===== config.mk =====
export PLATFORM = sky130hd
export DESIGN_NAME = cost_argmin_scan_flat
export DESIGN_NICKNAME = d
export VERILOG_FILES = /design/src/rtl/cost_argmin_scan_pkg.sv /design/src/rtl/cost_argmin_scan_if.sv /design/src/rtl/cost_min2_update.sv /design/src/rtl/cost_argmin_scan.sv /design/src/flat_wrapper.sv
export SDC_FILE = /design/constraint.sdc
export NUM_CORES = 1
export LEC_CHECK = 0
export ABC_AREA = 0
export CORE_AREA = 10 10 455 457
export CTS_CLUSTER_DIAMETER = 40
export DETAILED_ROUTE_END_ITERATION = 12
export DIE_AREA = 0 0 465 467
export PLACE_DENSITY_LB_ADDON = 0.05
export SYNTH_ARGS = -nofsm -noshare
export SYNTH_HDL_FRONTEND = slang
export SYNTH_SLANG_ARGS = --single-unit

===== constraint.sdc =====
create_clock -name sig -period 300.1 [get_ports sig]
set_clock_uncertainty 0.2 [all_clocks]
set_input_delay 90.03 -clock sig [delete_from_list [all_inputs] [get_ports sig]]
set_output_delay 90.03 -clock sig [all_outputs]
set_load 0.005 [all_outputs]

===== src/rtl/cost_argmin_scan_pkg.sv =====
// Shared types and defaults for the cost argmin scanner: the cost type,
// its most-positive value and the scan FSM states.
package cost_argmin_scan_pkg;

  localparam int DEF_NUM_BLK  = 64;
  localparam int DEF_COST_W   = 18;
  localparam int DEF_AMBIG_TH = 16;

  typedef logic signed [DEF_COST_W-1:0] cost_t;

  localparam cost_t COST_MAX = {1'b0, {(DEF_COST_W-1){1'b1}}};

  typedef enum logic [1:0] {
    IDLE,
    SCAN,
    HOLD
  } state_t;

endpackage


===== src/rtl/cost_argmin_scan_if.sv =====
// Request and result handshake bundle between the cost producer, the argmin
// scanner and the downstream distance stage.
interface cost_argmin_scan_if
  import cost_argmin_scan_pkg::*;
#(
  parameter int NUM_BLK = DEF_NUM_BLK,
  parameter int COST_W  = DEF_COST_W,
  parameter int IDX_W   = $clog2(DEF_NUM_BLK)
);

  logic                      start;
  logic [NUM_BLK*COST_W-1:0] cost_vec;
  logic                      busy;
  logic                      out_valid;
  logic                      out_ready;
  logic [IDX_W-1:0]          best_idx;
  logic signed [COST_W-1:0]  best_cost;
  logic signed [COST_W-1:0]  second_cost;
  logic                      ambiguous;

  modport master (
    output start, cost_vec, out_ready,
    input  busy, out_valid, best_idx, best_cost, second_cost, ambiguous
  );

  modport slave (
    input  start, cost_vec, out_ready,
    output busy, out_valid, best_idx, best_cost, second_cost, ambiguous
  );

endinterface


===== src/rtl/cost_min2_update.sv =====
// Folds one cost entry into a running (min, second, idx) triple. Strict
// compares keep the lowest index on ties; an equal later entry lands in second.
module cost_min2_update
  import cost_argmin_scan_pkg::*;
#(
  parameter int COST_W = DEF_COST_W,
  parameter int IDX_W  = $clog2(DEF_NUM_BLK)
) (
  input  logic signed [COST_W-1:0] entry,
  input  logic [IDX_W-1:0]         entry_idx,
  input  logic signed [COST_W-1:0] cur_min,
  input  logic signed [COST_W-1:0] cur_second,
  input  logic [IDX_W-1:0]         cur_idx,
  output logic signed [COST_W-1:0] nxt_min,
  output logic signed [COST_W-1:0] nxt_second,
  output logic [IDX_W-1:0]         nxt_idx
);

  always_comb begin
    // NOTE: combinational blocks use blocking '=' and assign every output a
    // default first, so no path through the block can infer a latch.
    nxt_min    = cur_min;
    nxt_second = cur_second;
    nxt_idx    = cur_idx;
    if (entry < cur_min) begin
      nxt_second = cur_min;
      nxt_min    = entry;
      nxt_idx    = entry_idx;
    end else if (entry < cur_second) begin
      nxt_second = entry;
    end
  end

endmodule


===== src/rtl/cost_argmin_scan.sv =====
// Captures a packed cost vector on start, scans it one entry per clock and
// presents min / argmin / second-min / ambiguity over a valid/ready handshake.
module cost_argmin_scan
  import cost_argmin_scan_pkg::*;
#(
  parameter int NUM_BLK  = DEF_NUM_BLK,
  parameter int COST_W   = DEF_COST_W,
  parameter int IDX_W    = $clog2(DEF_NUM_BLK),
  parameter int AMBIG_TH = DEF_AMBIG_TH
) (
  input logic               sig,
  input logic               rst,
  cost_argmin_scan_if.slave bus
);

  localparam logic signed [COST_W-1:0] RUN_INIT = {1'b0, {(COST_W-1){1'b1}}};
  localparam logic signed [COST_W:0]   MARGIN_TH = (COST_W+1)'(AMBIG_TH);
  localparam logic [IDX_W-1:0]         LAST_IDX  = IDX_W'(NUM_BLK-1);

  state_t                   state;
  logic [IDX_W-1:0]         ptr;
  logic signed [COST_W-1:0] shadow [NUM_BLK];
  logic signed [COST_W-1:0] run_min;
  logic signed [COST_W-1:0] run_second;
  logic [IDX_W-1:0]         run_idx;

  logic signed [COST_W-1:0] nxt_min;
  logic signed [COST_W-1:0] nxt_second;
  logic [IDX_W-1:0]         nxt_idx;
  logic signed [COST_W:0]   margin;

  logic                     busy;
  logic                     out_valid;
  logic [IDX_W-1:0]         best_idx;
  logic signed [COST_W-1:0] best_cost;
  logic signed [COST_W-1:0] second_cost;
  logic                     ambiguous;

  cost_min2_update #(
    .COST_W (COST_W),
    .IDX_W  (IDX_W)
  ) u_update (
    .entry      (shadow[ptr]),
    .entry_idx  (ptr),
    .cur_min    (run_min),
    .cur_second (run_second),
    .cur_idx    (run_idx),
    .nxt_min    (nxt_min),
    .nxt_second (nxt_second),
    .nxt_idx    (nxt_idx)
  );

  // One extra bit keeps the difference of two extreme costs from wrapping.
  assign margin = {run_second[COST_W-1], run_second} - {run_min[COST_W-1], run_min};

  // NOTE: the shadow copy is a plain storage array with no reset; it is
  // always written on start before anything reads it.
  always_ff @(posedge sig) begin
    if (!rst && state == IDLE && bus.start) begin
      for (int k = 0; k < NUM_BLK; k++) begin
        shadow[k] <= bus.cost_vec[k*COST_W +: COST_W];
      end
    end
  end

  // NOTE: sequential state uses non-blocking '<=' so every register samples
  // the pre-edge values of the others.
  always_ff @(posedge sig) begin
    if (rst) begin
      state       <= IDLE;
      ptr         <= '0;
      run_min     <= '0;
      run_second  <= '0;
      run_idx     <= '0;
      busy        <= 1'b0;
      out_valid   <= 1'b0;
      best_idx    <= '0;
      best_cost   <= '0;
      second_cost <= '0;
      ambiguous   <= 1'b0;
    end else begin
      case (state)
        IDLE: begin
          if (bus.start) begin
            state      <= SCAN;
            busy       <= 1'b1;
            ptr        <= '0;
            run_min    <= RUN_INIT;
            run_second <= RUN_INIT;
            run_idx    <= '0;
          end
        end
        SCAN: begin
          run_min    <= nxt_min;
          run_second <= nxt_second;
          run_idx    <= nxt_idx;
          if (ptr == LAST_IDX) begin
            state <= HOLD;
          end else begin
            ptr <= ptr + IDX_W'(1);
          end
        end
        HOLD: begin
          // First HOLD cycle publishes the settled running values.
          if (!out_valid) begin
            best_idx    <= run_idx;
            best_cost   <= run_min;
            second_cost <= run_second;
            ambiguous   <= (margin < MARGIN_TH);
            out_valid   <= 1'b1;
          end else if (bus.out_ready) begin
            out_valid <= 1'b0;
            busy      <= 1'b0;
            state     <= IDLE;
          end
        end
        default: state <= IDLE;
      endcase
    end
  end

  assign bus.busy        = busy;
  assign bus.out_valid   = out_valid;
  assign bus.best_idx    = best_idx;
  assign bus.best_cost   = best_cost;
  assign bus.second_cost = second_cost;
  assign bus.ambiguous   = ambiguous;

endmodule


===== src/flat_wrapper.sv =====
// flat-port wrapper written by rule: the top's interface ports become plain ports
module cost_argmin_scan_flat import cost_argmin_scan_pkg::*;
#(
  parameter int NUM_BLK  = DEF_NUM_BLK,
  parameter int COST_W   = DEF_COST_W,
  parameter int IDX_W    = $clog2(DEF_NUM_BLK),
  parameter int AMBIG_TH = DEF_AMBIG_TH
)
  (sig, rst, bus_start, bus_cost_vec, bus_out_ready, bus_busy, bus_out_valid, bus_best_idx, bus_best_cost, bus_second_cost, bus_ambiguous);
  cost_argmin_scan_if #(.NUM_BLK(NUM_BLK), .COST_W(COST_W), .IDX_W(IDX_W)) bus_i ();
  input logic sig;
  input logic rst;
  input wire logic [$bits(bus_i.start)-1:0] bus_start;
  input wire logic [$bits(bus_i.cost_vec)-1:0] bus_cost_vec;
  input wire logic [$bits(bus_i.out_ready)-1:0] bus_out_ready;
  output wire logic [$bits(bus_i.busy)-1:0] bus_busy;
  output wire logic [$bits(bus_i.out_valid)-1:0] bus_out_valid;
  output wire logic [$bits(bus_i.best_idx)-1:0] bus_best_idx;
  output wire logic [$bits(bus_i.best_cost)-1:0] bus_best_cost;
  output wire logic [$bits(bus_i.second_cost)-1:0] bus_second_cost;
  output wire logic [$bits(bus_i.ambiguous)-1:0] bus_ambiguous;
  assign bus_i.start = bus_start;
  assign bus_i.cost_vec = bus_cost_vec;
  assign bus_i.out_ready = bus_out_ready;
  assign bus_busy = bus_i.busy;
  assign bus_out_valid = bus_i.out_valid;
  assign bus_best_idx = bus_i.best_idx;
  assign bus_best_cost = bus_i.best_cost;
  assign bus_second_cost = bus_i.second_cost;
  assign bus_ambiguous = bus_i.ambiguous;
  cost_argmin_scan #(.NUM_BLK(NUM_BLK), .COST_W(COST_W), .IDX_W(IDX_W), .AMBIG_TH(AMBIG_TH)) u_core (.sig(sig), .rst(rst), .bus(bus_i));
endmodule

==> results of run 1 <==
## per-stage QoR
step | instances | hold WS, ns
2_1_floorplan | 2314 | 0.2321
4_1_cts | 6525 | 0.2550
3_5_place_dp | 6085 | 0.2483
6_report | 6572 | 0.2538
5_1_grt | 6540 | 0.2727
3_3_place_gp | 6085 | 0.2518
## registers in the layout, indices dropped and copies added, names as in the netlist, named ones only
register / count
u_core.bus.best_idx: 6
u_core.state: 2
u_core.bus.ambiguous: 1
u_core.bus.busy: 1
u_core.run_min: 18
u_core.bus.second_cost: 18
u_core.run_idx: 6
u_core.bus.out_valid: 1
u_core.run_second: 18
u_core.bus.best_cost: 18
u_core.shadow: 1152
u_core.ptr: 6
## synthesized netlist by cell type, types with 12 or more instances
master	number
nor3_1	24
inv_1	43
nand3_1	21
dfxtp_1	101
mux4_2	367
edfxtp_1	1152
nor2_1	39
clkbuf_1	54
mux2i_1	32
buf_2	41
a311oi_1	17
nand2_1	115
buf_1	12
ha_1	52
a21oi_1	75
a211oi_1	24
o21ai_0	14
## power breakdown
group          internal (mW)  total [mW]  switching (mW)  leakage, nW
Combinational         0.0224      0.0395          0.0171         8.10
Clock                  0.175       0.271          0.0960         3.95
Sequential             0.199       0.202         0.00302         11.5
## worst max-delay path, cell delays in order
cell and delay, ns:
clkdlybuf4s50_1 0.53, nor2b_1 0.21, nor3b_2 0.32, buf_12 0.55
buf_4 0.73, buf_12 0.59, buf_4 0.92, buf_4 0.87
## layout make-up
| class | instances | area, sq um |
|---|---|---|
| antenna | 47 | 117.6 |
| clock buffer | 258 | 6010 |
| clock inverter | 182 | 2187 |
| fill | 18481 | 125900 |
| inverter | 44 | 165.2 |
| multi-input combinational | 894 | 11710 |
| sequential | 1253 | 36630 |
| tap | 2656 | 3323 |
| timing repair buffer | 1238 | 12370 |
## worst min path at each step
stage,from,end,depth (start not counted),slack (ns)
4_1_cts,u_core.bus.best_idx[4],u_core.bus.best_idx[4],2,0.26
5_1_grt,u_core.run_idx[3],u_core.run_idx[3],2,0.27
3_5_place_dp,u_core.bus.best_idx[4],u_core.bus.best_idx[4],2,0.25
3_3_place_gp,u_core.bus.best_idx[3],u_core.bus.best_idx[3],2,0.25
2_1_floorplan,u_core.run_idx[0],u_core.bus.best_idx[0],2,0.23
6_report,u_core.bus.best_idx[4],u_core.bus.best_idx[4],2,0.25
## layer usage
metal | wire length (um) | vias to the layer above
met1 | 76020 | 15099
met5 | 1113 | -
met2 | 113300 | 1409
met3 | 20150 | 576
li1 | - | 12590
met4 | 4540 | 172
## cell families after synthesis
logic type | after synthesis
and+or+nand+nor | 254
AOI/OAI and AO/OA | 177
adders and majority gates | 52
DFF | 1253
muxes | 405
xor gates and xnor gates | 6
buffers and inverters | 167
==> impl_results.md, run 1 <==
* CP Max Fanout at 182
* Die ar. at 0.2172 sq mm
* Post-CTS Setup Inserts at 0
* Post-Synthesis Cell Area at between 0.04 and 0.05 sq mm
* Yosys top cell by area: edfxtp_1
* Detailed-route via count at 29846
* Worst-margin pin slew at around 1.3 ns
* RR Endpoint: u_core.run_min[11]
* Grt peak-use layer: met2
* Total core area at a little under 0.2 sq mm
* Residual DRC at 0
* Initial antenna violation count at ~250
* Io pins at ~1200
* Crit. Startpoint: bus_start
* Synth Area in Adders at between 1 and 1.5%
* Critical Path RT at around 300 ns
* Largest family of logic cells by synthesized area: multiplexers
* Final setup TNS at 0 ns
* Worst setup margin at between 200 and 250 ns
* #FFs+latches synth at approximately 1300
* Synth top area cells: edfxtp_1 (70%), mux4_2 (17%), dfxtp_1 (4.1%)
* Peak VDD IR at 0.005603 mV
* Antenna viol nets, final at 0
* Unique masters post-synth at 63
* Pin count of the biggest net entering global routing at approximately 180
* GRT met2 Usage at a little over a third
* Mux share of post-synthesis cell area at 17.62%
* Minimum clock period at ~95 ns
* CP Capture Type: flip-flop
* Relative slew slack at roughly 12%
* Compound-gate portion of the synthesized area at under 10%
* GRT overflow at 0
* Root Buffer: clkbuf_16
* Initial Util at about a quarter
* CTS Buffer Depth at 3
* Commonest non-fill, non-tap cell in the layout: clkdlybuf4s50_1
* Syn nets at 3522
* GP Congestion at 0.8350
* GR Util met3 at about 8.4%
* WL final at 215100 um
* Die X at between 400 and 500 um
* Via density at 4.541
* Final Slew Violations at 0
* Total Power Consumption at 0.5127 mW
* XOR/XNOR Fraction of Synth Area at less than 1%
* RSZ-0062 raised after global routing: no
* Row cnt at 164
* Post-synthesis sequential area ratio at about three quarters
* Area growth, synth to finish at 47.69%
* Starting DRC count in detailed routing at between 2000 and 2500
* Clock slew at reported path FFs at roughly 0.050 ns
* FF-to-FF path depth at 16
* Critical Path End: u_core.shadow[15][15]
* CTS tree: done
* Share of layout cells above drive strength 1 at 21.38%
* Status: finished clean
* Synth Flop Type: edfxtp_1
* Final hold viol count at 0
* M1 GR Usage at roughly a fifth
* Most frequent cells in the layout: clkdlybuf4s50_1 (1199), edfxtp_1 (1152), mux4_2 (367)
* Tcrit/Tclk final at roughly a third
* Design Area, Final at between 0.07 and 0.08 sq mm
* First-pass GRT wire length at between 200000 and 300000 um
* Hold Crit Class: flip-flop to flip-flop
* R2R setup slack at a little under 300 ns
* Lkg Pwr at about 24 nW
* Asr flop ratio synth at 0%
* H-tree Lvls at 4
* EDFF count, synth at approximately 1200
* Synth warn at 0
* Total GRT Usage at about a fifth
* Post-synthesis instance total at 2314
* Area after DPL at 0.06420 sq mm
* Crit Path Class: input pin to flip-flop
* Fin util at 36.54%
* Fmax achieved at around 11 MHz
* Pre-CTS setup slack at ~200 ns
* Drt wl/cell at around 33 um
* Share of the synthesized area in the top cell type at 70.46%
* IO Port Bufs at between 1000 and 1500
* Power Dens Cells at between 7 and 8 mW/mm^2
* Vias in the first global route at around 32000
* Worst skew pair latency at approximately 0.85 ns
* Syn avg cell area at 21.22 sq um
* 1st-pass router iterations at 5
* Fin nets at 4873
* Synth Area in Simple Gates at 2.408%
* Die height at about 470 um
* CP Data Arrival Time at 95.25 ns
* Final Setup Violations at 0
* Post-CTS sizing at 0
* Hold_buf cts at 0
* Max Cap Violations at 0
* Startpoint types: input pin
* CTS Buf Count at 234
* Clock sinks at about 1300
* Hpwl dp at around 170000 um
No activity file was read; power rests on OpenSTA's default activity.
==> inputs of run 2 (changes only) <==
==> constraint.sdc (replaced) <==
create_clock -name sig -period 82.9 [get_ports sig]
set_clock_uncertainty 0.2 [all_clocks]
set_input_delay 24.87 -clock sig [delete_from_list [all_inputs] [get_ports sig]]
set_output_delay 24.87 -clock sig [all_outputs]
set_load 0.005 [all_outputs]
==> run 2 against run 1 <==
Against the previous run:
- routed wire length rose by 0.20%
- sequential cell count did not move
- clock power rose to 3.4 times the previous value
- clock-buffer cell count rose by 6
- via count fell by 0.85%
- worst setup slack got worse by 150 ns
- core utilization fell by 0.23 points
- cell count fell by 0.23%
- highest routed layer unchanged
==> impl_results.md, run 2 (synthesis results as in run 1) <==
* Status: finished clean
* CP Buf/Inv Count at 5
* Commonest non-fill, non-tap cell in the layout: clkdlybuf4s50_1
* Antenna viol nets, final at 0
* Startpoint types: input pin
* Fin nets at between 4000 and 5000
* Post-CTS sizing at 0
* Final Slew Violations at 0
* Cell family with most CP delay: buffers and inverters
* Pin count of the biggest net entering global routing at approximately 180
* Via density at around 4.5
* CP Max Fanout at 182
* Most frequent cells in the layout: clkdlybuf4s50_1 (1199), edfxtp_1 (1152), mux4_2 (367)
* Residual DRC at 0
* Design Area, Final at around 0.07 sq mm
* CTS tree: done
* Max Cap Violations at 0
* Max reg flops at around 1200
* CP cell instances: clkdlybuf4s50_1 -> nor2b_1 -> nor3b_4 -> buf_4 -> buf_12 -> buf_4 -> buf_4
* Final Setup Violations at 0
* Fillers at about 19000
* Top cell by count, worst path: buf_4
* Total GRT Usage at 19.23%
* Post-CTS Setup Inserts at 0
* RSZ-0062 raised after global routing: no
* Die ar. at 0.2172 sq mm
* Relative slew slack at approximately 28%
* Clock slew at reported path FFs at roughly 0.05 ns
* Root Buffer: clkbuf_16
* Drt wl/cell at between 30 and 40 um
* Tcrit/Tclk final at 35.02%
* Power Dens Cells at about 25 mW/mm^2
* WL final at about 220000 um
* Starting DRC count in detailed routing at about 2100
* Clock sinks at between 1000 and 1500
* GRT overflow at 0
* Worst-margin pin slew at 1.083 ns
* GR Util met3 at 8.320%
* CP max-delay cell: buf_4
* Peak VDD IR at approximately 0.021 mV
* Initial antenna violation count at 250
* IO Port Bufs at 1200
* Area after DPL at 0.06418 sq mm
* Die height at about 470 um
* Vias in the first global route at approximately 32000
* Io pins at approximately 1200
* GP Congestion at around 0.84
* Area growth, synth to finish at 46.76%
* First-pass GRT wire length at 283300 um
* Hpwl dp at approximately 170000 um
* H-tree Lvls at 4
* Lkg Pwr at between 20 and 25 nW
* Hold_buf cts at 0
* 1st-pass router iterations at 7
* M1 GR Usage at 20.46%
* Final hold viol count at 0
* GRT met2 Usage at 34.94%
* CP Capture Type: flip-flop
* Total core area at ~0.20 sq mm
* Initial Util at between 20% and 30%
* Die X at 465 um
* Share of layout cells above drive strength 1 at 20.84%
* Critical Path RT at between 80 and 90 ns
* Grt peak-use layer: met2
* Crit Path Class: input pin to flip-flop
* Minimum clock period at around 29 ns
* CP Data Arrival Time at around 30 ns
* Row cnt at 164
* CTS Buffer Depth at 3
* Final setup TNS at 0 ns
* Largest register by flop count: u_core.shadow
* Hold Crit Class: flip-flop to flip-flop
* Detailed-route via count at a little under 30000
* Worst skew pair latency at about 0.9 ns
* CTS Buf Count at ~230
* Fmax achieved at 34.44 MHz
* CP peak stage delay at approximately 0.94 ns
==> run 2: area by class of cell <==
class | instances | area (sq um) | share of cell area (%)
Sequential cell | 1253 | 36630 | 50.83
Inverter | 44 | 165.2 | 0.2292
Antenna cell | 47 | 117.6 | 0.1632
Multi-Input combinational cell | 894 | 11720 | 16.26
Clock inverter | 159 | 1846 | 2.561
Tap cell | 2656 | 3323 | 4.612
Clock buffer | 264 | 5914 | 8.208
Timing Repair Buffer | 1240 | 12340 | 17.13
==> run 2: path summary, 6_finish.rpt <==
kind	from	depth (start not counted)	end	slack [ns]
max	bus_start	7	u_core.shadow[27][10]	53.87
min	u_core.bus.best_idx[3]	2	u_core.bus.best_idx[3]	0.25
max reg2reg	flip-flop	17	u_core.run_second[9]	74.56
min reg2reg	u_core.bus.best_idx[3]	2	u_core.bus.best_idx[3]	0.25
==> run 2: power by group <==
| group | internal, mW | leakage, nW | switching (mW) |
|---|---|---|---|
| clock network | 0.592 | 3.69 | 0.340 |
| registers | 0.721 | 11.5 | 0.00997 |
| logic | 0.0810 | 8.11 | 0.0617 |
| total | 1.39 | 23.3 | 0.412 |
==> run 2: through the flow <==
stage / power, mW / hold WS (ns) / instances / worst slack [ns] / utilization, %
detailed placement: 0.8883 / 0.2458 / 6087 / 52.92 / 32.35
CTS: 1.833 / 0.2534 / 6510 / 53.85 / 36.26
finish: 1.806 / 0.2510 / 6557 / 53.87 / 36.32
floorplan: 0.8351 / 0.2321 / 2314 / 11.66 / -
global placement: 0.8856 / 0.2513 / 6087 / 53.02 / 32.35
global route: 1.871 / 0.2694 / 6525 / 53.52 / 36.28
==> run 2: routing by layer <==
metal	share of wire [%]	wire, um	vias to the layer above
met5	0.49	1046	-
met4	2.6	5560	168
met3	9.3	20110	601
met2	52	113100	1372
met1	35	75770	14890
li1	-	-	12562
==> run 2: tightest hold or removal path: cells and delay by family (launching register included) <==
| family | cells | cell delay, ns |
|---|---|---|
| AND/OR/NAND/NOR | 1 | 0.05 |
| AO/OA/AOI/OAI | 1 | 0.05 |
| flip-flops | 1 | 0.30 |
==> inputs of run 3 (changes only) <==
==> constraint.sdc (replaced) <==
create_clock -name sig -period 23.7 [get_ports sig]
set_clock_uncertainty 0.2 [all_clocks]
set_input_delay 7.11 -clock sig [delete_from_list [all_inputs] [get_ports sig]]
set_output_delay 7.11 -clock sig [all_outputs]
set_load 0.005 [all_outputs]
==> run 3 against run 2 <==
Against the previous run:
- combinational power grew to 3.5 times the previous value
- critical endpoint is now u_core.shadow[2][11]
- sequential power grew to 3.5 times the previous value
- clock power grew to 3.6 times the previous value
- sequential cell count stayed put
- total power grew to 3.6 times the previous value
- routed wire length is 0.12% higher
- largest cell class unchanged
- global-route usage hardly changed
- first-iteration DRC count is 9.8% lower
- cell area is 0.33% higher
==> impl_results.md, run 3 (synthesis results as in run 1) <==
* Relative slew slack at 17.55%
* Crit. Startpoint: bus_start
* Most frequent cells in the layout: clkdlybuf4s50_1 (1199), edfxtp_1 (1152), mux4_2 (367)
* Antenna viol nets, final at 0
* Worst skew pair latency at just under 0.9 ns
* CP Capture Type: flip-flop
* Post-CTS Setup Inserts at 0
* Final hold viol count at 0
* Hold Crit Class: flip-flop to flip-flop
* RR Endpoint: u_core.run_second[4]
* Critical Path RT at roughly 24 ns
* WL final at 215800 um
* Final Setup Violations at 0
* Status: finished clean
* CP Max Fanout at approximately 150
* Detailed-route via count at between 20000 and 30000
* RSZ-0062 raised after global routing: no
* Total Power Consumption at about 6.4 mW
* Hold Startpoint: u_core.bus.second_cost[6]
* CP Data Arrival Time at about 12 ns
* Lkg Pwr at 23.47 nW
* Max Cap Violations at 0
* Initial Util at about a quarter
* Die X at 465 um
* Die ar. at approximately 0.22 sq mm
* FF-to-FF path depth at 17
* Hold_buf cts at 0
* CTS tree: done
* Clock slew at reported path FFs at ~0.050 ns
* Power Dens Cells at approximately 89 mW/mm^2
* Fin nets at ~4900
* Starting DRC count in detailed routing at 1906
* Max reg flops at between 1000 and 1500
* First-pass GRT wire length at 285100 um
* Fmax achieved at a little under 90 MHz
* Drt wl/cell at ~33 um
* Initial antenna violation count at 218
* Residual DRC at 0
* Final Slew Violations at 0
* Root Buffer: clkbuf_16
* Crit Path Class: input pin to flip-flop
* Pin count of the biggest net entering global routing at approximately 150
* WHS at 0.2499 ns
* H-tree Lvls at 4
* Commonest non-fill, non-tap cell in the layout: clkdlybuf4s50_1
* Share of layout cells above drive strength 1 at 21.19%
* Row cnt at around 160
* Die height at around 470 um
* Total GRT Usage at between 10% and 20%
* Critical Path End: u_core.shadow[2][11]
* 1st-pass router iterations at 7
* Via density at approximately 4.5
* Tcrit/Tclk final at between 40% and 50%
* Final setup TNS at 0 ns
* Post-CTS sizing at 0
* Area growth, synth to finish at 47.26%
* Vias in the first global route at about 32000
* Startpoint types: input pin
* GP Congestion at between 0.8 and 0.9
* Total core area at ~0.20 sq mm
* Io pins at about 1200
* Fillers at 18396
* Minimum clock period at 11.54 ns
* R2R setup slack at about 14 ns
* Clock sinks at 1253
* Worst-margin pin slew at 1.237 ns
* CTS Buf Count at approximately 230
* Hpwl dp at between 150000 and 200000 um
* CTS Buffer Depth at 3
* GRT overflow at 0
* Peak VDD IR at about 0.074 mV
* IO Port Bufs at 1200
* Largest register by flop count: u_core.shadow
==> run 3: worst min-delay path by stage <==
| stage | end | depth (start not counted) | slack (ns) |
|---|---|---|---|
| after floorplan | u_core.bus.best_idx[0] | 2 | 0.23 |
| final | u_core.bus.second_cost[6] | 2 | 0.25 |
| after global routing | u_core.bus.best_idx[5] | 2 | 0.27 |
| after CTS | u_core.bus.best_cost[15] | 2 | 0.24 |
| after detailed placement | u_core.bus.second_cost[6] | 2 | 0.25 |
| after global placement | u_core.run_idx[5] | 2 | 0.24 |
==> run 3: per-layer routing <==
metal,part of all wire (%),up-vias,GRT usage [%]
met1,36,15036,21.21
met4,2.6,150,5.373
met3,8.6,543,7.312
met2,52,1335,34.47
li1,-,12552,-
met5,0.44,-,0
==> run 3: layout make-up <==
class	instances	area [sq um]	area share (%)
multi-input combinational	894	11720	16.21
antenna	45	112.6	0.1557
clock buffer	250	5826	8.057
inverter	44	165.2	0.2284
clock inverter	176	2201	3.044
tap	2656	3323	4.596
sequential	1253	36630	50.66
timing repair buffer	1239	12320	17.05
==> run 3: critical path, cell delays in order <==
cell and delay [ns]:
clkdlybuf4s50_1 0.55, nor2b_1 0.24, nor3b_4 0.29, buf_12 0.57, buf_4 0.90, buf_4 0.90, buf_4 0.85
==> run 3: per-stage QoR <==
stage	cells	setup slack (ns)	instance area (sq um)	util, %
2_1_floorplan	2314	-13.16	49130	-
3_3_place_gp	6086	11.55	64160	32.34
3_5_place_dp	6086	11.33	64160	32.34
4_1_cts	6512	12.26	72190	36.38
5_1_grt	6532	11.90	72240	36.41
6_report	6557	12.16	72300	36.44
==> run 3: power by group <==
| part | internal [mW] | total (mW) | switching (mW) |
|---|---|---|---|
| logic | 0.283 | 0.498 | 0.215 |
| clock network | 2.14 | 3.36 | 1.22 |
| registers | 2.52 | 2.56 | 0.0377 |
